===== config.mk =====
export PLATFORM = sky130hd
export DESIGN_NAME = cmp_share_arbiter
export DESIGN_NICKNAME = d
export VERILOG_FILES = /design/src/rtl/cmp_share_pkg.sv /design/src/rtl/cmp_magnitude.sv /design/src/rtl/cmp_rr_arbiter.sv /design/src/rtl/cmp_share_arbiter.sv
export SDC_FILE = /design/constraint.sdc
export NUM_CORES = 1
export LEC_CHECK = 0
export CELL_PAD_IN_SITES_DETAIL_PLACEMENT = 0
export CELL_PAD_IN_SITES_GLOBAL_PLACEMENT = 2
export CORE_MARGIN = 2
export CORE_UTILIZATION = 24
export DETAILED_ROUTE_END_ITERATION = 10
export PLACE_DENSITY = 0.87
export SYNTH_ARGS = -nofsm -noshare
export SYNTH_HDL_FRONTEND = slang
export SYNTH_HIERARCHICAL = 1
export SYNTH_SLANG_ARGS = --single-unit
export TNS_END_PERCENT = 30

===== constraint.sdc =====
create_clock -name clk -period 6.1 [get_ports clk]
set_input_delay 1.22 -clock clk [delete_from_list [all_inputs] [get_ports clk]]
set_output_delay 1.22 -clock clk [all_outputs]
set_load 0.03 [all_outputs]

===== src/rtl/cmp_share_pkg.sv =====
// Shared types and helpers for the comparator-sharing arbiter.
// The signed/unsigned compare mode is chosen by CMP_SHARE_SIGNED_EN in cmp_magnitude.
package cmp_share_pkg;

  localparam int CMP_ID_MAX_W = 16;
  localparam logic [CMP_ID_MAX_W-1:0] CMP_ID_ONE = 16'd1;

  typedef enum logic [0:0] {
    EMPTY = 1'b0,
    FULL  = 1'b1
  } rsp_state_e;

  typedef struct packed {
    logic [CMP_ID_MAX_W-1:0] id;
    logic                    lt;
    logic                    eq;
    logic                    gt;
  } rsp_t;

  // Round-robin successor of idx among num requesters, wrapping to zero.
  function automatic logic [CMP_ID_MAX_W-1:0] rr_next_ptr(
    input logic [CMP_ID_MAX_W-1:0] idx,
    input logic [CMP_ID_MAX_W-1:0] num
  );
    if (idx >= (num - CMP_ID_ONE)) begin
      return '0;
    end else begin
      return idx + CMP_ID_ONE;
    end
  endfunction

endpackage


===== src/rtl/cmp_magnitude.sv =====
// Single N-bit magnitude comparator; two's complement when CMP_SHARE_SIGNED_EN is defined,
// unsigned otherwise.
module cmp_magnitude #(
  parameter int N = 8
) (
  input  logic [N-1:0] a,
  input  logic [N-1:0] b,
  output logic         lt,
  output logic         eq,
  output logic         gt
);

`ifdef CMP_SHARE_SIGNED_EN
  assign lt = ($signed(a) < $signed(b));
  assign gt = ($signed(a) > $signed(b));
`else
  assign lt = (a < b);
  assign gt = (a > b);
`endif
  assign eq = (a == b);

endmodule


===== src/rtl/cmp_rr_arbiter.sv =====
// Round-robin grant selection: first asserted request at or after ptr, with wrap.
// The pointer register is owned by the parent.
module cmp_rr_arbiter #(
  parameter int R   = 4,
  parameter int IDW = $clog2(R)
) (
  input  logic [R-1:0]   req,
  input  logic [IDW-1:0] ptr,
  input  logic           en,
  output logic [R-1:0]   gnt,
  output logic [IDW-1:0] gnt_idx
);

  int   sum_v;
  int   idx_v;
  logic found_s;

  // Scan requesters starting at ptr; the first valid one wins.
  always_comb begin
    gnt     = '0;
    gnt_idx = '0;
    found_s = 1'b0;
    sum_v   = 0;
    idx_v   = 0;
    if (en) begin
      for (int k = 0; k < R; k++) begin
        sum_v = int'(ptr) + k;
        idx_v = (sum_v >= R) ? (sum_v - R) : sum_v;
        if (!found_s && req[IDW'(idx_v)]) begin
          found_s             = 1'b1;
          gnt[IDW'(idx_v)]    = 1'b1;
          gnt_idx             = IDW'(idx_v);
        end else begin
          found_s = found_s;
        end
      end
    end else begin
      gnt = '0;
    end
  end

endmodule


===== src/rtl/cmp_share_arbiter.sv =====
// Shares one magnitude comparator among R requesters through a round-robin arbiter
// and a one-entry result register. CMP_SHARE_SIGNED_EN selects two's-complement compare.
module cmp_share_arbiter
  import cmp_share_pkg::*;
#(
  parameter  int N   = 8,
  parameter  int R   = 4,
  localparam int IDW = $clog2(R)
) (
  input  logic                clk,
  input  logic                rst_n,
  input  logic [R-1:0]        req_valid,
  input  logic [R-1:0][N-1:0] req_a,
  input  logic [R-1:0][N-1:0] req_b,
  output logic [R-1:0]        req_ready,
  output logic                rsp_valid,
  input  logic                rsp_ready,
  output logic [IDW-1:0]      rsp_id,
  output logic                rsp_lt,
  output logic                rsp_eq,
  output logic                rsp_gt
);

  rsp_state_e     state_r;
  rsp_state_e     state_next_s;
  rsp_t           rsp_r;
  rsp_t           rsp_next_s;
  logic [IDW-1:0] ptr_r;
  logic [IDW-1:0] ptr_next_s;
  logic [R-1:0]   grant_onehot_s;
  logic [IDW-1:0] grant_idx_s;
  logic           grant_v_s;
  logic           slot_free_s;
  logic           arb_en_s;
  logic [N-1:0]   op_a_s;
  logic [N-1:0]   op_b_s;
  logic           cmp_lt_s;
  logic           cmp_eq_s;
  logic           cmp_gt_s;
  logic           unused_id_s;

  assign slot_free_s = (state_r == EMPTY) || rsp_ready;
  // Nothing is accepted while in reset, so a same-cycle grant cannot be lost silently.
  assign arb_en_s    = rst_n && slot_free_s;
  assign grant_v_s   = |grant_onehot_s;
  assign req_ready   = grant_onehot_s;

  cmp_rr_arbiter #(.R(R), .IDW(IDW)) u_arb (
    .req     (req_valid),
    .ptr     (ptr_r),
    .en      (arb_en_s),
    .gnt     (grant_onehot_s),
    .gnt_idx (grant_idx_s)
  );

  assign op_a_s = req_a[grant_idx_s];
  assign op_b_s = req_b[grant_idx_s];

  cmp_magnitude #(.N(N)) u_cmp (
    .a  (op_a_s),
    .b  (op_b_s),
    .lt (cmp_lt_s),
    .eq (cmp_eq_s),
    .gt (cmp_gt_s)
  );

  // Next result contents and next pointer for a grant this cycle.
  always_comb begin
    rsp_next_s.id = CMP_ID_MAX_W'(grant_idx_s);
    rsp_next_s.lt = cmp_lt_s;
    rsp_next_s.eq = cmp_eq_s;
    rsp_next_s.gt = cmp_gt_s;
    ptr_next_s    = IDW'(rr_next_ptr(CMP_ID_MAX_W'(grant_idx_s), CMP_ID_MAX_W'(R)));
  end

  // Result-register occupancy: refill on grant, drain when consumed without refill.
  always_comb begin
    state_next_s = state_r;
    case (state_r)
      EMPTY: begin
        if (grant_v_s) begin
          state_next_s = FULL;
        end else begin
          state_next_s = EMPTY;
        end
      end
      FULL: begin
        if (grant_v_s) begin
          state_next_s = FULL;
        end else if (rsp_ready) begin
          state_next_s = EMPTY;
        end else begin
          state_next_s = FULL;
        end
      end
      default: state_next_s = EMPTY;
    endcase
  end

  // State, result and pointer registers with synchronous active-low reset.
  always_ff @(posedge clk) begin
    if (!rst_n) begin
      state_r <= EMPTY;
      rsp_r   <= '0;
      ptr_r   <= '0;
    end else begin
      state_r <= state_next_s;
      if (grant_v_s) begin
        rsp_r <= rsp_next_s;
        ptr_r <= ptr_next_s;
      end
    end
  end

  assign unused_id_s = ^rsp_r.id;
  assign rsp_valid   = (state_r == FULL);
  assign rsp_id      = rsp_r.id[IDW-1:0];
  assign rsp_lt      = rsp_r.lt;
  assign rsp_eq      = rsp_r.eq;
  assign rsp_gt      = rsp_r.gt;

endmodule


* After elaboration in Yosys (flattened, before gate mapping)
Index checks and enable logic that the tools add are counted.
** Storage, ports and cells
- Bits in registers :: 8
- Bits in latches :: 0
- RAM bits :: 0
- Memory bits (read-only) :: 0
- Input port bits :: 71
- Output and inout bits :: 10
- Word-level logic and storage cells :: 100
- Memories kept :: 0
** Cells by class
- Add/subtract/negate cells :: 8
- Multiply operators :: 0
- Divide/modulo/power cells :: 0
- $lt $le $gt $ge :: 16
- Equality and inequality tests :: 1
- Shifts and indexed selects :: 0
- Mux-type cells :: 52
- Bitwise logic cells :: 4
- Reductions and logical operators :: 13
** Operator list (number)
- binary-select mux 8 bit (select 2 bit) :: 2
- 2-to-1 mux 4 bit :: 8
- 2-to-1 mux 1 bit :: 21
- 2-to-1 mux 2 bit :: 10
- < comparator 2 x 4 -> 1 bit (second input constant) :: 4
- 2-to-1 mux 8 bit :: 2
- OR 4 bit :: 3
- >= comparator 3 bit (second input constant) :: 3
- binary-select mux 1 bit (select 2 bit) :: 4
- demux 1 bit (select 2 bit) :: 4
- equality test 8 bit :: 1
- >= comparator 2 x 1 -> 1 bit (second input constant) :: 4
- greater-than comparator 8 bit :: 1
- logical AND 1 bit :: 8
- < comparator 8 bit :: 1
- subtractor 2 x 1 -> 2 bit (second input constant) :: 4
- adder 2 x 2 -> 3 bit (second input constant) :: 2
- OR reduction 4 bit :: 1
- adder 2 x 1 -> 3 bit (second input constant) :: 1
- >= comparator 2 x 3 -> 1 bit (second input constant) :: 1
- zero test 1 bit :: 3
- < comparator 2 x 3 -> 1 bit (second input constant) :: 1
- adder 2 x 1 -> 2 bit (second input constant) :: 1
- >= comparator 2 bit (second input constant) :: 1
- 3 further kinds :: 3

* Longest topological paths before layout
- Word-level depth :: 22
- Gate-level depth with buffers :: 19
- Depth with buffers taken out :: 15

* By module
Netlist, hierarchy kept.
** Modules (own cells, without submodules)
- cmp_share_arbiter :: instances 1, cells an instance 55, area an instance 768.2 um2, seq. area each 160.2 um2
- cmp_rr_arbiter :: instances 1, cells an instance 61, area an instance 500.5 um2, seq. area each 0.0 um2
- cmp_magnitude :: instances 1, cells an instance 29, area an instance 225.2 um2, seq. area each 0.0 um2

* Worst setup path before layout
No wires, ideal clock.
- Path type :: input-to-reg
- Start point :: in req_valid[2]
- End point :: reg rsp_r, in the netlist rsp_gt
- Setup time :: 142 ps
- Data arrival time :: 4047 ps
- Data required time :: 5958 ps
- Slack :: 1911 ps
- Stages on the path :: 15
- Path buffers :: 2
- Cell sequence :: mux4_2 and2b_2 o21ai_0 a21oi_1 buf_6 buf_6 mux4_1 inv_1 ha_1 nor2b_4 o211ai_2 a21oi_2 o21ba_1 nand2_1 mux2i_1
** Between the ends
- Cells in the longest elaborated chain, start to end :: 20
- Elaborated cells on any way between the ends :: 46
- Classes of those cells :: 1 x order compare; 35 x mux; 3 x bitwise; 7 x reduce/logical
** RTL lines
- start: declaration :: RTL line cmp_share_arbiter.sv:12 : input logic [R-1:0] req_valid,
- binary-select mux 1 bit (select 2 bit) :: RTL line cmp_rr_arbiter.sv:29 : if (!found_s && req[IDW'(idx_v)]) begin
- 2-to-1 mux 1 bit (implied by the code) (2 in series) :: RTL line cmp_rr_arbiter.sv:29
- 2-to-1 mux 1 bit :: RTL line cmp_rr_arbiter.sv:29
- 2-to-1 mux 1 bit :: RTL line cmp_rr_arbiter.sv:25 : if (en) begin
- zero test 1 bit :: RTL line cmp_rr_arbiter.sv:29
- logical AND 1 bit :: RTL line cmp_rr_arbiter.sv:29
- 2-to-1 mux 1 bit :: RTL line cmp_rr_arbiter.sv:29
- 2-to-1 mux 1 bit :: RTL line cmp_rr_arbiter.sv:25
- (+6 left out)
- 2-to-1 mux 2 bit (*) :: RTL line cmp_rr_arbiter.sv:29
- 2-to-1 mux 2 bit (*) :: RTL line cmp_rr_arbiter.sv:25
- via grant_idx_s[0] :: RTL line cmp_share_arbiter.sv:31 : logic [IDW-1:0] grant_idx_s;
- binary-select mux 8 bit (select 2 bit) (*) :: RTL line cmp_share_arbiter.sv:57 : assign op_b_s = req_b[grant_idx_s];
- 2-to-1 mux 8 bit (implied by the code) (*) :: RTL line cmp_share_arbiter.sv:57
- via op_b_s[1] :: RTL line cmp_share_arbiter.sv:36 : logic [N-1:0] op_b_s;
- greater-than comparator 8 bit (*) :: RTL line cmp_magnitude.sv:18 : assign gt = (a > b);
- via cmp_gt_s :: RTL line cmp_share_arbiter.sv:39 : logic cmp_gt_s;
- end signal: assignment :: RTL line cmp_share_arbiter.sv:109 : rsp_r <= rsp_next_s;
- end: declaration :: RTL line cmp_share_arbiter.sv:26 : rsp_t rsp_r;
The timed path passes the listed nets; every way through them passes the cells marked *. The select of a mux whose other input is x is not followed.
A chain may end at the register's enable or synchronous reset.

* Worst setup path in the final report
- Start point :: in req_valid[0]
- End point :: out req_ready[0]
** Between the ends
- Cells in the longest elaborated chain, start to end :: 17
- Elaborated cells on any way between the ends :: 35
- Classes of those cells :: 26 x mux; 3 x bitwise; 6 x reduce/logical
** RTL lines
- binary-select mux 1 bit (select 2 bit) :: RTL line cmp_rr_arbiter.sv:29
- 2-to-1 mux 1 bit (implied by the code) (2 in series) :: RTL line cmp_rr_arbiter.sv:29
- 2-to-1 mux 1 bit :: RTL line cmp_rr_arbiter.sv:29
- 2-to-1 mux 1 bit :: RTL line cmp_rr_arbiter.sv:25
- zero test 1 bit :: RTL line cmp_rr_arbiter.sv:29
- logical AND 1 bit :: RTL line cmp_rr_arbiter.sv:29
- 2-to-1 mux 1 bit :: RTL line cmp_rr_arbiter.sv:29
- 2-to-1 mux 1 bit :: RTL line cmp_rr_arbiter.sv:25
- zero test 1 bit :: RTL line cmp_rr_arbiter.sv:29
- logical AND 1 bit :: RTL line cmp_rr_arbiter.sv:29
- 2-to-1 mux 1 bit :: RTL line cmp_rr_arbiter.sv:29
- 2-to-1 mux 1 bit :: RTL line cmp_rr_arbiter.sv:25
- zero test 1 bit :: RTL line cmp_rr_arbiter.sv:29
- logical AND 1 bit :: RTL line cmp_rr_arbiter.sv:29
- 2-to-1 mux 4 bit (*) :: RTL line cmp_rr_arbiter.sv:29
- 2-to-1 mux 4 bit (*) :: RTL line cmp_rr_arbiter.sv:25
- end: declaration :: RTL line cmp_share_arbiter.sv:15 : output logic [R-1:0] req_ready,
Every way passes the cells marked *; elsewhere a longest branch is shown, timed or not. The select of a mux whose other input is x is not followed.

==> summary.txt <==
Floorplan
  – Die width: 82.9 um
  – Placeable core area: roughly 6000 sq um
  – Row cnt: 28
  – Full die area: 6870 sq um
  – Io pins: 81
  – Die height: 82.9 um
  – Initial core utilization: 0.251

Placed design
  – Placed insts: 295
  – Hpwl dp: 3.41 mm
  – Routability cong.: 0.786
  – Dpl ws: 1.00 ns
  – # port buffers: 80

Yosys
  – Synth cell types: 38
  – Mapped Area: about 1500 sq um
  – Synth Area in Simple Gates: 0.174
  – Seq/Total Area, Yosys: 0.107
  – Adder-Cell Fraction of Synth Area: 0.142
  – Async set-reset flop share out of synthesis: 0
  – Mux cell area share after synthesis: 0.374
  – Post-synthesis register bit count: 8
  – Largest family of logic cells by synthesized area: multiplexers
  – Syn nets: about 230
  – Post-Synth XOR/XNOR Area: 0
  – Synth Area in Compound Gates: 0.128
  – Ys Warns: 6
  – Syn_area_per_cell: around 10 sq um
  – Number of synthesized flops with an enable pin: 0
  – Primary FF master, synth: dfxtp_1
  – Gate Count Post-Synth: about 150

Outcome
  – Status: completed

Final layout
  – Area Growth Syn to Fin: 60.2%
  – Post-Layout Cell Count: 298
  – # diodes: 0
  – Layout cells sized above 1: 0.135
  – Final layout net count: 313

Worst setup path
  – Flop-to-flop setup slack: approximately 1.6 ns
  – CP Data Arrival Time: about 4 ns
  – Worst Setup Start Kind: input port
  – Kind of critical path: in -> out
  – R2R cell count: 14
  – Worst Path Required: 4.88 ns
  – Crit path max fanout: 11
  – CP endpoint kind: output port
  – Reg2reg end: rsp_gt
  – Reg2reg start: ptr_r[0]

CTS
  – Clock slew at reported path FFs: 0.04 ns
  – Setup Fix Bufs, Post-CTS: 0
  – H-tree levels: 1
  – Worst-skew pair later-pin latency: 0.23 ns
  – # hold bufs at CTS: 0
  – CTS sink count: 8
  – CTS Buf Count: 3
  – Clk buf depth: 2
  – CTS tree: yes
  – Post-cts resize count: 0
  – Root buf cell: clkbuf_8

Hold path
  – Hold path cells: 2
  – Hold Path Class: reg -> reg
  – Hold wc startpoint: rsp_lt
  – Worst hold path endpoint: rsp_lt

Timing
  – Setup TNS: 0 ns
  – RSZ-0062 raised after global routing: no
  – Clock Skew: 0.00119 ns
  – Final worst path period share: 0.841
  – Slew Limit Headroom: 0.532
  – Fin. max-slew vios: 0
  – Achievable Freq: 0.195 GHz
  – Setup slack after layout: 0.968 ns
  – Setup Viol. Count Final: 0
  – Slew @ Worst Pin: roughly 0.7 ns
  – Min Clock Period, post-route: between 5 and 6 ns
  – Fin. Hold Viols: 0
  – Worst hold slack: about 0.45 ns

Global routing
  – Vias in the first global route: around 1400
  – Total Routing Usage GR: 0.115
  – Grt ovf: 0
  – First-pass GRT wire length: 6.60 mm
  – Largest net degree at the start of global routing: 20
  – Initial antenna violation count: 0

Detailed routing
  – Post-Route WL: 4.03 mm
  – Post-route DRC: 0
  – Drt first pass iters: 4
  – Initial DRC Count: 65
  – Routed Antenna Nets: 0
  – Vias: 1458
  – Via density: 4.89
  – Wire per inst: 13.5 um

Flow run
  – Max-Cap Viols: 0

Power
  – Leakage: 0.000913 uW
  – Worst vdd ir: 0.197 mV
  – Final Total Pwr: 858 uW
  – PD cells: between 300 and 400 nW/um^2
==> cell families after synthesis <==
| family | after synthesis |
|---|---|
| and+or+nand+nor | 43 |
| muxes | 29 |
| AOI/OAI and AO/OA | 27 |
| buffers and inverters | 21 |
| adders and majority gates | 17 |
| DFF | 8 |
==> cell type report <==
cell class	instances	area (sq um)
fill	606	3560
clock buffer	3	41.3
multi-input combinational	116	1230
sequential	8	160
tap	75	93.8
timing repair buffer	83	823
inverter	13	48.8
==> cells in the final DEF (no fill, tap or decap), types with 2 or more instances in the layout <==
cell type	n
dfxtp_1	8
nand3_1	2
nor2_1	5
inv_1	13
mux2i_1	10
clkbuf_8	3
a31oi_1	4
nand2_1	20
clkdlybuf4s50_1	80
ha_1	17
o211ai_1	2
a21oi_1	3
o22ai_1	2
nand2b_1	2
a221oi_1	4
a21oi_2	2
o21ai_0	5
buf_4	3
mux4_1	8
nor4b_1	2
mux4_2	11
==> per-layer routing <==
layer	vias up	share of wire	track usage
li1	722	-	-
met1	699	0.43	0.142
met2	33	0.52	0.203
met3	4	0.045	0.0249
met4	0	0.0089	0.0253
met5	-	0	0
==> metrics by stage <==
stage	utilization	area, sq um
after detailed placement	0.395	2350
final	0.402	2390
after global placement	0.395	2350
after global routing	0.402	2390
after floorplan	-	1490
after CTS	0.402	2390
==> Yosys cell counts (all sizes together) (2+ instances only) <==
library cell,n,area share
nand3,3,0.013
a221oi,4,0.023
nor4b,3,0.022
o21ai,6,0.020
ha,17,0.14
clkbuf,2,0.0050
nand2b,2,0.0084
nor2,5,0.013
dfxtp,8,0.11
mux2i,10,0.067
a21oi,5,0.019
buf,6,0.037
inv,13,0.033
mux4,19,0.31
o22ai,2,0.0084
nand2,20,0.050
and2,2,0.0092
nand4,2,0.013
o211ai,3,0.018
a31oi,4,0.017
==> worst max path at each step <==
stage / start / to / slack, ns
4_1_cts: req_valid[1] / req_ready[0] / 1.00
5_1_grt: req_valid[1] / req_ready[0] / 0.86
6_report: req_valid[0] / req_ready[0] / 0.97
2_1_floorplan: req_valid[2] / rsp_gt / 1.91
3_5_place_dp: req_valid[1] / req_ready[0] / 1.00
3_3_place_gp: req_valid[0] / req_ready[0] / 1.06
==> report_power, final <==
part	leakage (uW)	internal, uW	switching, uW
Clock	0.0000216	42.7	19.8
Sequential	0.0000655	69.8	25.9
Combinational	0.000826	349	351
Total	0.000913	462	396
==> worst max-delay path, stage by stage <==
cell,delay (ns)
clkdlybuf4s50_1,0.52
mux4_2,0.63
nor3_2,0.31
nand3_2,0.15
o22ai_1,0.34
clkdlybuf4s50_1,0.74
==> flip-flops by register name (all words and copies together), names as in the netlist <==
signal / flops
rsp_lt: 1
rsp_gt: 1
ptr_r: 2
rsp_valid: 1
rsp_id: 2
rsp_eq: 1
(Power assumes the default switching activity.)
